==> config.mk <==
export PLATFORM = sky130hd
export DESIGN_NAME = program_loader
export DESIGN_NICKNAME = d
export VERILOG_FILES = /design/src/rtl/loader_pkg.sv /design/src/rtl/byte_packer.sv /design/src/rtl/program_loader.sv
export SDC_FILE = /design/constraint.sdc
export NUM_CORES = 1
export LEC_CHECK = 0
export ABC_CLOCK_PERIOD_IN_PS = 2300
export CAP_MARGIN = 30
export CORE_ASPECT_RATIO = 1.2
export CORE_MARGIN = 4
export CORE_UTILIZATION = 50
export DETAILED_ROUTE_END_ITERATION = 8
export PLACE_DENSITY = 0.76
export SLEW_MARGIN = 20
export SYNTH_ARGS = -nofsm -noshare
export SYNTH_HDL_FRONTEND = slang
export SYNTH_SLANG_ARGS = --single-unit
==> constraint.sdc <==
create_clock -name clk -period 2.3 [get_ports clk]
set_input_delay 0.46 -clock clk [delete_from_list [all_inputs] [get_ports clk]]
set_output_delay 0.46 -clock clk [all_outputs]
set_load 0.005 [all_outputs]
==> src/rtl/loader_pkg.sv <==
// rtl/loader_pkg.sv - shared state encoding and word geometry for the program loader
package loader_pkg;

    typedef enum logic [2:0] {
        IDLE  = 3'd0,
        LEN   = 3'd1,
        DATA  = 3'd2,
        DONE  = 3'd3,
        ERROR = 3'd4
    } loader_state_t;

    localparam int BYTES_PER_WORD = 4;

    // Index of the byte that completes a word in the packer.
    localparam logic [1:0] LAST_BYTE_IDX = 2'(BYTES_PER_WORD - 1);

endpackage

==> src/rtl/byte_packer.sv <==
// rtl/byte_packer.sv - little-endian byte-to-word assembler shared by header and payload
module byte_packer
    import loader_pkg::*;
(
    input  logic        clk,
    input  logic        rst,
    input  logic        clear_i,
    input  logic        byte_take_i,
    input  logic [7:0]  byte_data_i,
    output logic        word_valid_o,
    output logic [31:0] word_o
);

    logic [1:0]  idx_q, idx_d;
    logic [23:0] sr_q, sr_d;

    // Place each accepted byte at its little-endian lane; the 4th byte is never stored.
    always_comb begin
        idx_d = idx_q;
        sr_d  = sr_q;
        if (clear_i) begin
            idx_d = 2'd0;
            sr_d  = 24'd0;
        end else if (byte_take_i) begin
            if (idx_q == LAST_BYTE_IDX) begin
                idx_d = 2'd0;
            end else begin
                idx_d = idx_q + 2'd1;
                case (idx_q)
                    2'd0:    sr_d[7:0]   = byte_data_i;
                    2'd1:    sr_d[15:8]  = byte_data_i;
                    2'd2:    sr_d[23:16] = byte_data_i;
                    default: sr_d        = sr_q;
                endcase
            end
        end
    end

    // Byte index and partial-word register.
    always_ff @(posedge clk) begin
        if (!rst) begin
            idx_q <= 2'd0;
            sr_q  <= 24'd0;
        end else begin
            idx_q <= idx_d;
            sr_q  <= sr_d;
        end
    end

    // The completed word is presented combinationally while the 4th byte is on the bus.
    always_comb begin
        word_valid_o = byte_take_i && !clear_i && (idx_q == LAST_BYTE_IDX);
        word_o       = {byte_data_i, sr_q};
    end

endmodule

==> src/rtl/program_loader.sv <==
// rtl/program_loader.sv - boot loader turning a length-prefixed byte stream into flash writes
module program_loader
    import loader_pkg::*;
#(
    parameter int               WIDTH     = 32,
    parameter int               MAX_WORDS = 1024,
    parameter logic [WIDTH-1:0] BASE_ADDR = '0
) (
    input  logic             clk,
    input  logic             rst,
    input  logic             start,
    input  logic             byte_valid,
    input  logic [7:0]       byte_data,
    output logic             byte_ready,
    output logic             flash_en,
    output logic [WIDTH-1:0] flash_addr,
    output logic [WIDTH-1:0] flash_data,
    output logic             cpu_hold,
    output logic             busy,
    output logic             done,
    output logic             error,
    output logic [WIDTH-1:0] word_count
);

    loader_state_t    state_q, state_d;
    logic [WIDTH-1:0] n_q, n_d;
    logic [WIDTH-1:0] addr_q, addr_d;
    logic [WIDTH-1:0] word_count_q, word_count_d;
    logic             flash_en_q, flash_en_d;
    logic [WIDTH-1:0] flash_addr_q, flash_addr_d;
    logic [WIDTH-1:0] flash_data_q, flash_data_d;

    logic             take;
    logic             start_taken;
    logic             pk_valid;
    logic [31:0]      pk_word;
    logic [WIDTH-1:0] rx_word;
    logic [WIDTH-1:0] wc_inc;

    assign take        = byte_valid && byte_ready;
    assign start_taken = start && (state_q == IDLE || state_q == DONE || state_q == ERROR);
    assign rx_word     = WIDTH'(pk_word);
    assign wc_inc      = word_count_q + WIDTH'(1);

    byte_packer u_packer (
        .clk          (clk),
        .rst          (rst),
        .clear_i      (start_taken),
        .byte_take_i  (take),
        .byte_data_i  (byte_data),
        .word_valid_o (pk_valid),
        .word_o       (pk_word)
    );

    // State register.
    always_ff @(posedge clk) begin
        if (!rst) begin
            state_q <= IDLE;
        end else begin
            state_q <= state_d;
        end
    end

    // Next-state: header decides DONE/ERROR/DATA, payload finishes on the N-th word.
    always_comb begin
        state_d = state_q;
        case (state_q)
            IDLE, DONE, ERROR: begin
                if (start) begin
                    state_d = LEN;
                end
            end
            LEN: begin
                if (pk_valid) begin
                    if (rx_word == '0) begin
                        state_d = DONE;
                    end else if (rx_word > WIDTH'(MAX_WORDS)) begin
                        state_d = ERROR;
                    end else begin
                        state_d = DATA;
                    end
                end
            end
            DATA: begin
                if (pk_valid && (wc_inc == n_q)) begin
                    state_d = DONE;
                end
            end
            default: state_d = IDLE;
        endcase
    end

    // Status outputs decoded from state; the CPU runs only once the image is complete.
    always_comb begin
        busy       = (state_q == LEN) || (state_q == DATA);
        done       = (state_q == DONE);
        error      = (state_q == ERROR);
        cpu_hold   = (state_q != DONE);
        byte_ready = busy;
    end

    // Datapath next values: counters restart on a load, each payload word becomes one write.
    always_comb begin
        n_d          = n_q;
        addr_d       = addr_q;
        word_count_d = word_count_q;
        flash_en_d   = 1'b0;
        flash_addr_d = flash_addr_q;
        flash_data_d = flash_data_q;
        if (start_taken) begin
            addr_d       = BASE_ADDR;
            word_count_d = '0;
        end else if (pk_valid && state_q == LEN) begin
            n_d = rx_word;
        end else if (pk_valid && state_q == DATA) begin
            flash_en_d   = 1'b1;
            flash_addr_d = addr_q;
            flash_data_d = rx_word;
            addr_d       = addr_q + WIDTH'(BYTES_PER_WORD);
            word_count_d = wc_inc;
        end
    end

    // Datapath registers; reset suppresses any write completed on the reset edge.
    always_ff @(posedge clk) begin
        if (!rst) begin
            n_q          <= '0;
            addr_q       <= BASE_ADDR;
            word_count_q <= '0;
            flash_en_q   <= 1'b0;
            flash_addr_q <= BASE_ADDR;
            flash_data_q <= '0;
        end else begin
            n_q          <= n_d;
            addr_q       <= addr_d;
            word_count_q <= word_count_d;
            flash_en_q   <= flash_en_d;
            flash_addr_q <= flash_addr_d;
            flash_data_q <= flash_data_d;
        end
    end

    assign flash_en   = flash_en_q;
    assign flash_addr = flash_addr_q;
    assign flash_data = flash_data_q;
    assign word_count = word_count_q;

endmodule

# Word level (Yosys, flattened, before mapping)
# Cells that the tools add are included.
# classes
addsub	3
n_mul	0
n_div	0
n_lt_le_gt_ge	1
eq_ne	12
shift	0
mux	8
n_bitwise	4
n_reduce_logical	24
# ops
cell	count
adder 32 x 1 -> 32 bit, second input constant	1
adder 32 x 3 -> 32 bit, second input constant	1
equality test 32 bit	1
> comparator 32 x 11 -> 1 bit, second input constant	1
zero test 32 bit	1
two-way mux 3 bit	5
AND reduction 3 bit	5
one-hot mux 3 bit (3 select lines)	1
logical AND 1 bit	7
equality test 3 x 2 -> 1 bit, second input constant	2
inequality test 2 bit, second input constant	3
OR reduction 3 bit	2
equality test 2 bit, second input constant	2
inverter 1 bit	4
AND reduction 2 bit	2
equality test 3 x 1 -> 1 bit, second input constant	1
equality test 3 bit, second input constant	1
zero test 3 bit	1
logical OR 1 bit	3
inequality test 3 x 2 -> 1 bit, second input constant	1
adder 2 x 1 -> 2 bit, second input constant	1
equality test 2 x 1 -> 1 bit, second input constant	1
zero test 2 bit	1
two-way mux 2 bit	1
3 further kinds	3
# totals
register_bits	190
latchBits	0
ram_bits	0
romBits	0
wordCells	63
n_memories	0

# Logic depth before layout (Yosys ltp)
# Gate-level depths: netlist (run 1).
# depth
depth_word	10
ltp_mapped	10
depth_no_buf	9

# By module
# From an unflattened synthesis (run 1), not the netlist that was laid out.
# unflattened
hier_cells	1058
area_unflattened_um2	8565.7
# modules_own_cells
mod	instances	cells_each	area_per_inst_um2	seq_area_each_um2
program_loader	1	942	7315.8	3203.1
byte_packer	1	116	1249.9	520.5

# Least setup slack after synthesis (run 1)
# No wires, ideal clock.
# synth_path
kind	reg2reg
from	register word_count_q[1], in the netlist word_count[1]
to	register state_q[0]
arrival_ns	2.460
required_time_ns	2.230
path_slack_ns	-0.230
path_stages_with_launch	10
synth_period_minus_slack_ns	2.530
cell_sequence	dfxtp_1 ha_1 and3_2 nand4_4 or4_4 a2111oi_4 o211ai_1 nor4_1 nand4_1 a21boi_1
# synth_via
elab_chain_len	5
# synth_rtl
element	line_no	rtl
start, declared	program_loader.sv:28	logic [WIDTH-1:0] word_count_q, word_count_d;
start signal, assigned	program_loader.sv:136	word_count_q <= word_count_d;
adder 32 x 1 -> 32 bit	program_loader.sv:43	assign wc_inc = word_count_q + WIDTH'(1);
equality test 32 bit	program_loader.sv:85	if (pk_valid && (wc_inc == n_q)) begin
logical AND 1 bit	program_loader.sv:85	
inequality test 2 bit (no line)	-	
AND reduction 3 bit (no line)	-	
end signal, assigned	program_loader.sv:60	state_q <= state_d;
end, declared	program_loader.sv:25	loader_state_t state_q, state_d;
# Every way passes these cells.
# A chain may end at the register's enable or synchronous reset.

# Worst setup path after layout (run 1)
# layout_path
from	register word_count_q[7], in the netlist word_count[7]
to	register state_q[0]
# The elaborated chain is that of the path after synthesis.

==> impl_metrics.py, run 1 <==
metrics = {
    "sta": {
        "holdWs_ps": 462.1,
        "fin_ws_ps": -151.2,
        "period_share_pct": 106.6,
        "clock.fmax_ghz": 0.4080,
        "worst_slew_pin_slew_ps": 663.6,
        "relSlewSlack_pct": 55.20,
        "clock_skew_ps": 8.711,
        "finalCriticalPeriod_ps": 2451,
        "hold_violations": 0,
        "setup_viol": 1,
        "drv_slew": 0,
        "rsz0062_at_grt": "true",
    },
    "power_and_ir_drop": {
        "netSwitchingFraction_pct": 23.27,
        "p_leak_nw": 3.999,
        "switchingPower_w": 0.001513,
        "power.internal_w": 0.004988,
        "p_clk_share_pct": 45.4,
        "pwr-share-seq_pct": 49.9,
        "ir_drop_uv": 482.9,
        "p_comb_share_pct": 4.7,
        "powerDensity_nw_per_um2": 563.7,
    },
    "drt": {
        "ant_nets": 0,
        "routed_wirelength_um": 23840,
        "drc": 0,
        "vias_per_cell": 5.452,
        "vias": 8145,
        "first_pass_iters": 5,
        "dr.first_iter.drc_count": 669,
        "drt-wirelength-per-cell_um": 15.96,
    },
    "global_routing": {
        "grt_pass1_wl_um": 38770,
        "overflow": 0,
        "grtUsageTotal_pct": 24.18,
        "antenna_found_initial": 0,
        "grt_pass1_vias": 7736,
        "grt_max_degree": 76,
    },
    "floorplan": {
        "rows": 52,
        "boundaryPins": 114,
        "die_h_um": 152.2,
        "start_util_pct": 51.05,
        "dieArea_um2": 19520,
        "die_width_um": 128.2,
        "core_um2": 16980,
    },
    "cts": {
        "cts-buffers-inserted": 17,
        "clkLatencyLatePin_ps": 440,
        "cts-root-buf": "clkbuf_16",
        "cts_tree": "built",
        "hold_buffers": 0,
        "cts_sinks": 186,
        "cts_max_level": 4,
        "clk_pin_slew_ps": 70,
        "cts_buffer_depth": 2,
    },
    "yosys": {
        "synth_top_area_share_pct": 42.95,
        "avgSynthCellArea_um2": 8.133,
        "seq_area_frac_synth_pct": 42.95,
        "async_reset_ff_share_pct": 0,
        "synth_area_um2": 8670,
        "synth_seq_cells": 186,
        "synth_ff_type": "dfxtp_1",
        "syn_inst": 1066,
        "synth_area_leader_cell": "dfxtp_1",
        "yosys-top-cells-area": "dfxtp_1 (43%), nand2_1 (11%), a21boi_0 (8.1%)",
        "synth_warnings": 0,
        "synth_cell_types": 64,
        "synth_edf_count": 0,
    },
    "setup_path": {
        "required_ps": 2660,
        "reg2reg_depth": 11,
        "crit_fanout": 5,
        "r2r_slack_ps": -150,
        "critPathCaptureType": "flop",
        "reg2reg_to": "state_q[0]$_SDFFE_PN0P_",
        "r2r_start": "word_count[7]$_SDFFE_PP0P_",
        "crit_type": "reg -> reg",
        "critPathLaunchType": "flop",
        "crit_arrival_ps": 2810,
    },
    "finish": {
        "finalInstanceArea_um2": 11530,
        "n_antenna_cell": 0,
        "stdcell_count": 1494,
        "area_growth_pct": 33.02,
        "nets": 1285,
        "drive_gt1_share_pct": 17.45,
    },
    "worst_hold_path": {
        "min_from": "flash_data[20]$_SDFFE_PN0P_",
        "min_delay_worst_endpoint": "flash_data[20]$_SDFFE_PN0P_",
        "holdPathStages": 2,
        "hp-class": "reg -> reg",
    },
    "placement": {
        "hpwl_um": 17320,
        "place_inst": 1455,
        "dpl_worst_slack_ps": -430.4,
        "place_area_um2": 10780,
        "gp_congestion": 0.9161,
        "io_buffers": 111,
    },
    "outcome": {
        "outcome": "finished with violations",
        "violations": "negative setup slack",
    },
    "run": {
        "cap_violations": 0,
    },
}
==> kinds of logic after synthesis <==
logic type | Yosys count | synth area share [%]
buf+inv | 83 | 4.864
simple gates | 512 | 27.36
fa+ha+maj | 6 | 0.8659
xor+xnor | 85 | 8.587
other cells | 1 | 0.04325
mux | 1 | 0.1155
compound gates | 192 | 15.21
flops | 186 | 42.95
==> cell usage in the layout, fill, tap and decap left out, drive strengths merged, types with 26 or more instances in the layout <==
master / instances
xor2: 43
a21boi: 95
nor2: 75
buf: 142
a21oi: 47
nand2: 260
dfxtp: 186
xnor2: 42
nand3: 58
clkdlybuf4s50: 110
o21ai: 26
==> state kept, by name, summed over array words and instances, names as in the netlist, 2 cells and up <==
name and cells:
flash_data 32, n_q 32, word_count 32, addr_q 30, flash_addr 30, u_packer.sr_q 24, state_q 3, u_packer.idx_q 2
==> worst max-delay path: stages (launching register included) <==
cell and delay, ps:
dfxtp_4 360, buf_4 130, buf_4 140, xnor2_1 150, or3b_2 220, o2111ai_2 170, a2111oi_1 390, buf_4 170
nand4_2 100, nor4_2 300, nand4_1 120, a21boi_1 120
==> area by class of cell <==
| class | instances | area, um2 |
|---|---|---|
| Inverter | 12 | 45.04 |
| Clock inverter | 13 | 155.1 |
| Fill cell | 1353 | 5449 |
| Multi-Input combinational cell | 798 | 4636 |
| Tap cell | 216 | 270.3 |
| Timing Repair Buffer | 252 | 2255 |
| Sequential cell | 186 | 3746 |
| Clock buffer | 17 | 425.4 |
==> layer usage <==
metal | GRT usage, % | routed length, um | up-vias
li1 | - | - | 4011
met1 | 31.32 | 10350 | 3833
met2 | 40.45 | 11690 | 247
met3 | 4.208 | 1236 | 54
met4 | 8.241 | 560 | 0
met5 | 0 | 0 | -
==> worst max path at each step <==
stage	start	endpoint	slack, ps	depth (start not counted)
6_report	word_count[7]$_SDFFE_PP0P_	state_q[0]$_SDFFE_PN0P_	-150	11
5_1_grt	word_count[1]$_SDFFE_PP0P_	state_q[0]$_SDFFE_PN0P_	-260	10
4_1_cts	word_count[9]$_SDFFE_PP0P_	state_q[0]$_SDFFE_PN0P_	-120	9
3_5_place_dp	byte_valid	state_q[0]$_SDFFE_PN0P_	-430	10
3_3_place_gp	byte_valid	state_q[0]$_SDFFE_PN0P_	-400	10
2_1_floorplan	word_count[1]$_SDFFE_PP0P_	state_q[0]$_SDFFE_PN0P_	-50	9
==> metrics by stage <==
step	setup TNS (ps)	utilization (%)	power (W)
CTS	-121.7	67.53	0.006529
global route	-268.6	67.91	0.006682
floorplan	-46.19	-	0.003475
global placement	-6473	63.47	0.003609
detailed placement	-8329	63.47	0.003611
finish	-151.2	67.91	0.006501
==> synth_stat cells, types with 3 or more instances <==
master    number
nand2_1      260
dfxtp_1      186
a21boi_0      94
nor2_1        74
nand3_1       57
a21oi_1       47
clkbuf_1      44
xor2_1        43
xnor2_1       42
o21ai_0       26
nand4_1       21
or3_1         17
nor3_1        16
nor4_1        16
inv_1         12
and3_1        10
buf_2          8
buf_4          6
buf_6          6
ha_1           6
nand2b_1       4
nor2b_1        4
and2_1         3
and3_2         3
and4_1         3
clkbuf_8       3
o211ai_1       3
o31ai_1        3
or3b_2         3
or4_1          3
==> power by group through the flow <==
stage	Clock (W)	Sequential [W]	Combinational [W]
after CTS	0.00299	0.00324	0.000302
after floorplan	0	0.00331	0.000166
final	0.00295	0.00324	0.000308
after detailed placement	0	0.00332	0.000295
after global placement	0	0.00332	0.000292
after global routing	0.00311	0.00324	0.000334
==> timing repair <==
action,in CTS,in global routing
resized for setup,19,13
cloned,0,0
pin swaps,7,2
endpoints found under the setup margin,3,6
setup buffers,8,1
Note: power is estimated with default switching activity, not from simulation.
==> run 2: changes to the inputs <==
GPL_ROUTABILITY_DRIVEN = 0   (was default)
==> results of run 2 <==
Final layout, timing and power as in run 1 (identical DEF).
==> variant 1: new RTL, settings of run 1 <==
The parameter `WIDTH` goes from 32 to 64.
--- a/src/rtl/program_loader.sv
+++ b/src/rtl/program_loader.sv
@@ -4,3 +4,3 @@
 #(
-    parameter int               WIDTH     = 32,
+    parameter int               WIDTH     = 64,
     parameter int               MAX_WORDS = 1024,
Ports: changed (resized flash_addr, flash_data and word_count); port bits go from 114 to 210. The function was not compared with the original's and may differ.
==> variant 1 against run 1 <==
The flow still finishes with violations (negative setup slack); worst setup slack lost 530 ps; combinational power grew 130%; core utilization grew 3.0 points; count of clock-buffer cells in the layout grew 27; wire length grew 80%; sequential cell count grew 96; final cell count grew 63%; design area grew 63%; area after synthesis grew 55%; power grew 57%; maximum frequency shrank 18%; first-iteration DRC count grew 25%; critical path type unchanged; critical endpoint unchanged.
==> variant 1: results (changes against run 1) <==
status=complete, but fails checks; failing checks=negative setup slack; worst-margin pin slew=582 ps (-81.5 ps); 1st-iter DRT viols=839 (+25%); setup TNS=-4680 ps (-4530 ps); WP data arrival=3460 ps (+650 ps); Detailed Place HPWL=30.8 mm (+78%); clock buffer count from CTS=29 (+12); first-pass GRT wire length=67.0 mm (+73%); H-tree depth=1 (-3); port bufs=175 (+58%); Clock Latency Late Sink=550 ps (+110 ps); largest net degree at the start of global routing=111 (+46%); Clock Path Buffers=3 (+1); Setup Skew=12.7 ps (+4.02 ps); Vias=13.3k (+63%); synth unique cells=58 (-9.4%); Filler Cell Count=1984 (+47%); FF-to-FF Start=word_count[25]; final WL=43.0 mm (+80%); fin worst setup slack=-685 ps (-534 ps); Hold Crit Start=flash_data[30]; top post-synthesis cells by count=nand2_1, dfxtp_1, nor2_1; total global-route track usage=27.5% (+3.3 points); Finish-stage setup viols=35 (+34); drt pass-1 iters=6 (+1)
## variant 1: cell count changes in the layout (fill, tap and decap cells not counted), sizes merged, moves of 28 or more
| cell | delta |
|---|---|
| clkdlybuf4s50 | +62 |
| nor2 | +95 |
| clkbuf | +28 |
| conb | +32 |
| nand4 | +28 |
| a21boi | +34 |
| dfxtp | +96 |
| nand3 | +29 |
| nand2 | +106 |
| buf | +141 |
| xnor2 | +47 |
| xor2 | +42 |
## variant 1: routing by layer
metal  wire, um  track usage [%]
met1      17000             34.3
met2      21400             48.0
met3       2940             4.06
met4       1610             9.70
met5          0                0
## variant 1: timing repair
item                                    4_1_cts  5_1_grt
resized for setup                            43       49
hold buffers                                  0        0
pin swaps                                    16       17
cloned                                        2        1
endpoints found under the setup margin       33      121
setup buffers                                 9       10
## variant 1: cell families after synthesis
kind of cell,after synthesis,share of synthesized area (%)
XOR/XNOR,174,11.3
other,1,0.0278
flip-flops,282,41.9
buffers and inverters,159,5.83
AND/OR/NAND/NOR,831,28.5
multiplexers,6,0.446
AO/OA/AOI/OAI,229,11.4
adder cells (fa/ha/maj),6,0.558
## variant 1: power by group
part	internal, mW	switching [mW]
registers	4.90	0.0283
logic	0.278	0.442
clock network	2.58	1.99
total	7.76	2.46
## variant 1: layout make-up
| class | instances | area (um2) | share of cell area, % |
|---|---|---|---|
| timing repair buffer | 458 | 4050 | 21.6 |
| clock buffer | 44 | 862 | 4.60 |
| sequential | 282 | 5690 | 30.3 |
| clock inverter | 8 | 57.6 | 0.307 |
| multi-input combinational | 1282 | 7590 | 40.5 |
| tap | 335 | 419 | 2.24 |
| inverter | 21 | 78.8 | 0.420 |
## variant 1: stage by stage
step                      instances  setup WS [ps]  hold slack, ps
after detailed placement       2357           -716             456
after global routing           2430           -778             481
after CTS                      2420           -661             432
final                          2430           -685             461
after floorplan                1721           -810             449
after global placement         2357           -656             453
## variant 1: path summary, 6_finish.rpt
check        cells past startpoint             end  slack (ps)
min                              2  flash_data[30]         460
min reg2reg                      2  flash_data[30]         460
max reg2reg                      9      state_q[0]        -690
max                              9      state_q[0]        -690
## variant 1: worst max-delay path, cell delays in order (launching register included)
cell and delay [ps]:
dfxtp_2 350, nand4_4 130, or4_4 570, nor4b_4 320, nand4_1 160, xnor2_1 150, or3_1 350, or4b_1 470
o31a_1 250, o22ai_1 160
==> variant 2: new RTL, config.mk and constraints of run 1 <==
Without the edit above. Make the reset (`rst`) asynchronous in 3 clocked blocks.
--- a/src/rtl/byte_packer.sv
+++ b/src/rtl/byte_packer.sv
@@ -39,3 +39,3 @@
     // Byte index and partial-word register.
-    always_ff @(posedge clk) begin
+    always_ff @(posedge clk or negedge rst) begin
         if (!rst) begin
--- a/src/rtl/program_loader.sv
+++ b/src/rtl/program_loader.sv
@@ -55,3 +55,3 @@
     // State register.
-    always_ff @(posedge clk) begin
+    always_ff @(posedge clk or negedge rst) begin
         if (!rst) begin
@@ -124,3 +124,3 @@
     // Datapath registers; reset suppresses any write completed on the reset edge.
-    always_ff @(posedge clk) begin
+    always_ff @(posedge clk or negedge rst) begin
         if (!rst) begin
Function: differs if rst is asserted again (counterexample within 4 cycles, from zero or initial values and one cycle with rst low); with rst held inactive, the same outputs for 4 cycles.
==> variant 2 against run 1 <==
The flow still finishes with violations (negative setup slack); synthesized cell count down 5.7%; first-iteration DRC count down 14%; core utilization up 2.6 points; global-route usage up 2.3 points; critical path depth down 2; worst setup slack better by 17 ps; wire length up 9.8%; largest cell class is now registers; final cell count down 0.87%; critical endpoint is now state_q[0]; design area up 7.8%; sequential cell count unchanged; area after synthesis up 4.1%.
Power is not compared: it rests on default switching activity, and its combinational part moved more than twofold at a synthesized area within 25%.
==> variant 2: results (changes against run 1) <==
met2 wire len=13.2 mm (+13%); Synth warnings=0 (unchanged); setup TNS=-134 ps (+17.4 ps); slowest CP cell=or4_4; H-tree depth=4 (unchanged); Final nets=1268 (-1.3%); vias in the first global route=8329 (+7.7%); Clock Path Buffers=2 (unchanged); layout cells sized above 1=22.3% (+4.8 points); largest net degree at the start of global routing=58 (-24%); Setup Skew=8.77 ps (+0.0552 ps); n_diodes=0 (unchanged); leakage power=5.90 nW; fin worst setup slack=-134 ps (+17.4 ps); clock buffer count from CTS=17 (unchanged); port bufs=111 (unchanged); RePlAce Congestion=0.891 (-2.8%); root buf cell=clkbuf_16; WP data arrival=2770 ps (-40 ps); ys async rst share=100% (+100 points); 1st-iter DRT viols=575 (-14%); final WL=26.2 mm (+9.8%); Finish-stage setup viols=1 (unchanged); uppermost routed layer=met4; clock slew at reported path FFs=70 ps (about the same); first-pass GRT wire length=42.8 mm (+10%); failing checks=negative setup slack; Hold Crit Start=flash_addr[15]; drt pass-1 iters=5 (unchanged); Crit Path Max Fanout=2 (-3); Filler Cell Count=1301 (-3.8%); slowest cell delay on critical path=540 ps (+150 ps); Rel. slew slack=60.3% (+5.1 points); status=complete, but fails checks; Vias=8462 (+3.9%); area post-placement=11600 um2 (+7.4%); initial antenna violation count=0 (unchanged); M1 WL=10.8 mm (+4.0%); Area contributors post-synth=dfrtp_1, nand2_1, o21ai_0, mux2_2, xnor2_1; cell family with the largest share of critical-path delay=simple AND/OR/NAND/NOR gates; synth unique cells=56 (-13%); Detailed Place HPWL=18.5 mm (+6.9%); Clock Latency Late Sink=440 ps (about the same); register area share after synthesis=51.6% (+8.6 points); critical path startpoint=word_count[15]; Worst Hold Class=flop to flop; WL met3=1.34 mm (+8.7%); top post-synthesis cells by count=nand2_1, dfrtp_1, o21ai_0; total global-route track usage=26.5% (+2.3 points); Max IR drop VDD=around 0.56 mV
[variant 2: cell types whose count changed in the layout (fill, tap and decap cells not counted), moves of 15 or more]
cell      before  now
dfrtp_1        0  184
dfxtp_1      174    0
a21boi_0      94    0
o21ai_0       26  111
nand3_1       56   20
a21oi_1       46   14
mux2_2         0   31
nand2_1      259  288
buf_4        132  159
xor2_1        42   16
nor2_1        73   52
o31ai_1        2   22
a31oi_1        0   15
xnor2_1       42   27
[variant 2: cell families after synthesis]
| logic type | after synthesis | share of synthesized area [%] |
|---|---|---|
| other | 1 | 0.0415 |
| XOR/XNOR | 43 | 4.17 |
| buffers and inverters | 69 | 3.08 |
| AO/OA/AOI/OAI | 201 | 13.2 |
| flip-flops | 186 | 51.6 |
| multiplexers | 32 | 3.98 |
| AND/OR/NAND/NOR | 467 | 23.2 |
| adder cells (fa/ha/maj) | 6 | 0.832 |
[variant 2: final cells by class]
class	count	area [um2]	area share [%]
flip-flops and latches	186	4660	37.5
multi-input cells	751	4320	34.8
repair buffers	286	2580	20.7
clock buffers	18	429	3.45
well taps	220	275	2.21
clock inverters	12	141	1.14
inverters	8	30.0	0.242
[variant 2: repair_timing]
action / CTS / global route
pin swaps: 13 / 12
endpoints found under the hold margin: 40 / 0
gates resized for setup: 21 / 23
setup buffers: 6 / 8
hold buffers: 1 / 0
endpoints found under the setup margin: 17 / 11
[variant 2: layer usage]
layer,track usage [%],vias up
met2,43.5,306
met3,4.95,68
li1,-,3966
met4,10.2,0
met1,34.7,4122
met5,0,-
[variant 2: path summary, 6_finish.rpt]
kind / endpoint / slack [ps] / cells after the start
worst max register to register: state_q[0] / -130 / 9
min in group asynchronous: flash_addr[12] / 520 / 2
worst max-delay path: state_q[0] / -130 / 9
max in group asynchronous: flash_data[11] / 1090 / 3
worst min-delay path: flash_addr[15] / 470 / 2
worst min register to register: flash_addr[15] / 470 / 2
[variant 2: through the flow]
stage	total power, mW	hold slack (ps)	std cells	worst slack, ps
after global routing	10.0	495	1481	-225
after floorplan	5.43	164	1006	-57.2
after global placement	6.39	416	1435	-538
final	9.58	474	1481	-134
after CTS	9.49	479	1472	-68.8
after detailed placement	6.49	421	1435	-647
[variant 2: report_power, final]
part | switching [mW] | internal (mW) | total [mW]
Clock | 1.32 | 1.61 | 2.93
Sequential | 0.471 | 3.75 | 4.22
Combinational | 1.25 | 1.18 | 2.44
Total | 3.04 | 6.54 | 9.58
[variant 2: tightest hold or removal path, stage by stage (launching register included)]
cell and delay (ps):
dfrtp_1 340, nand2_1 50, nand2_1 50
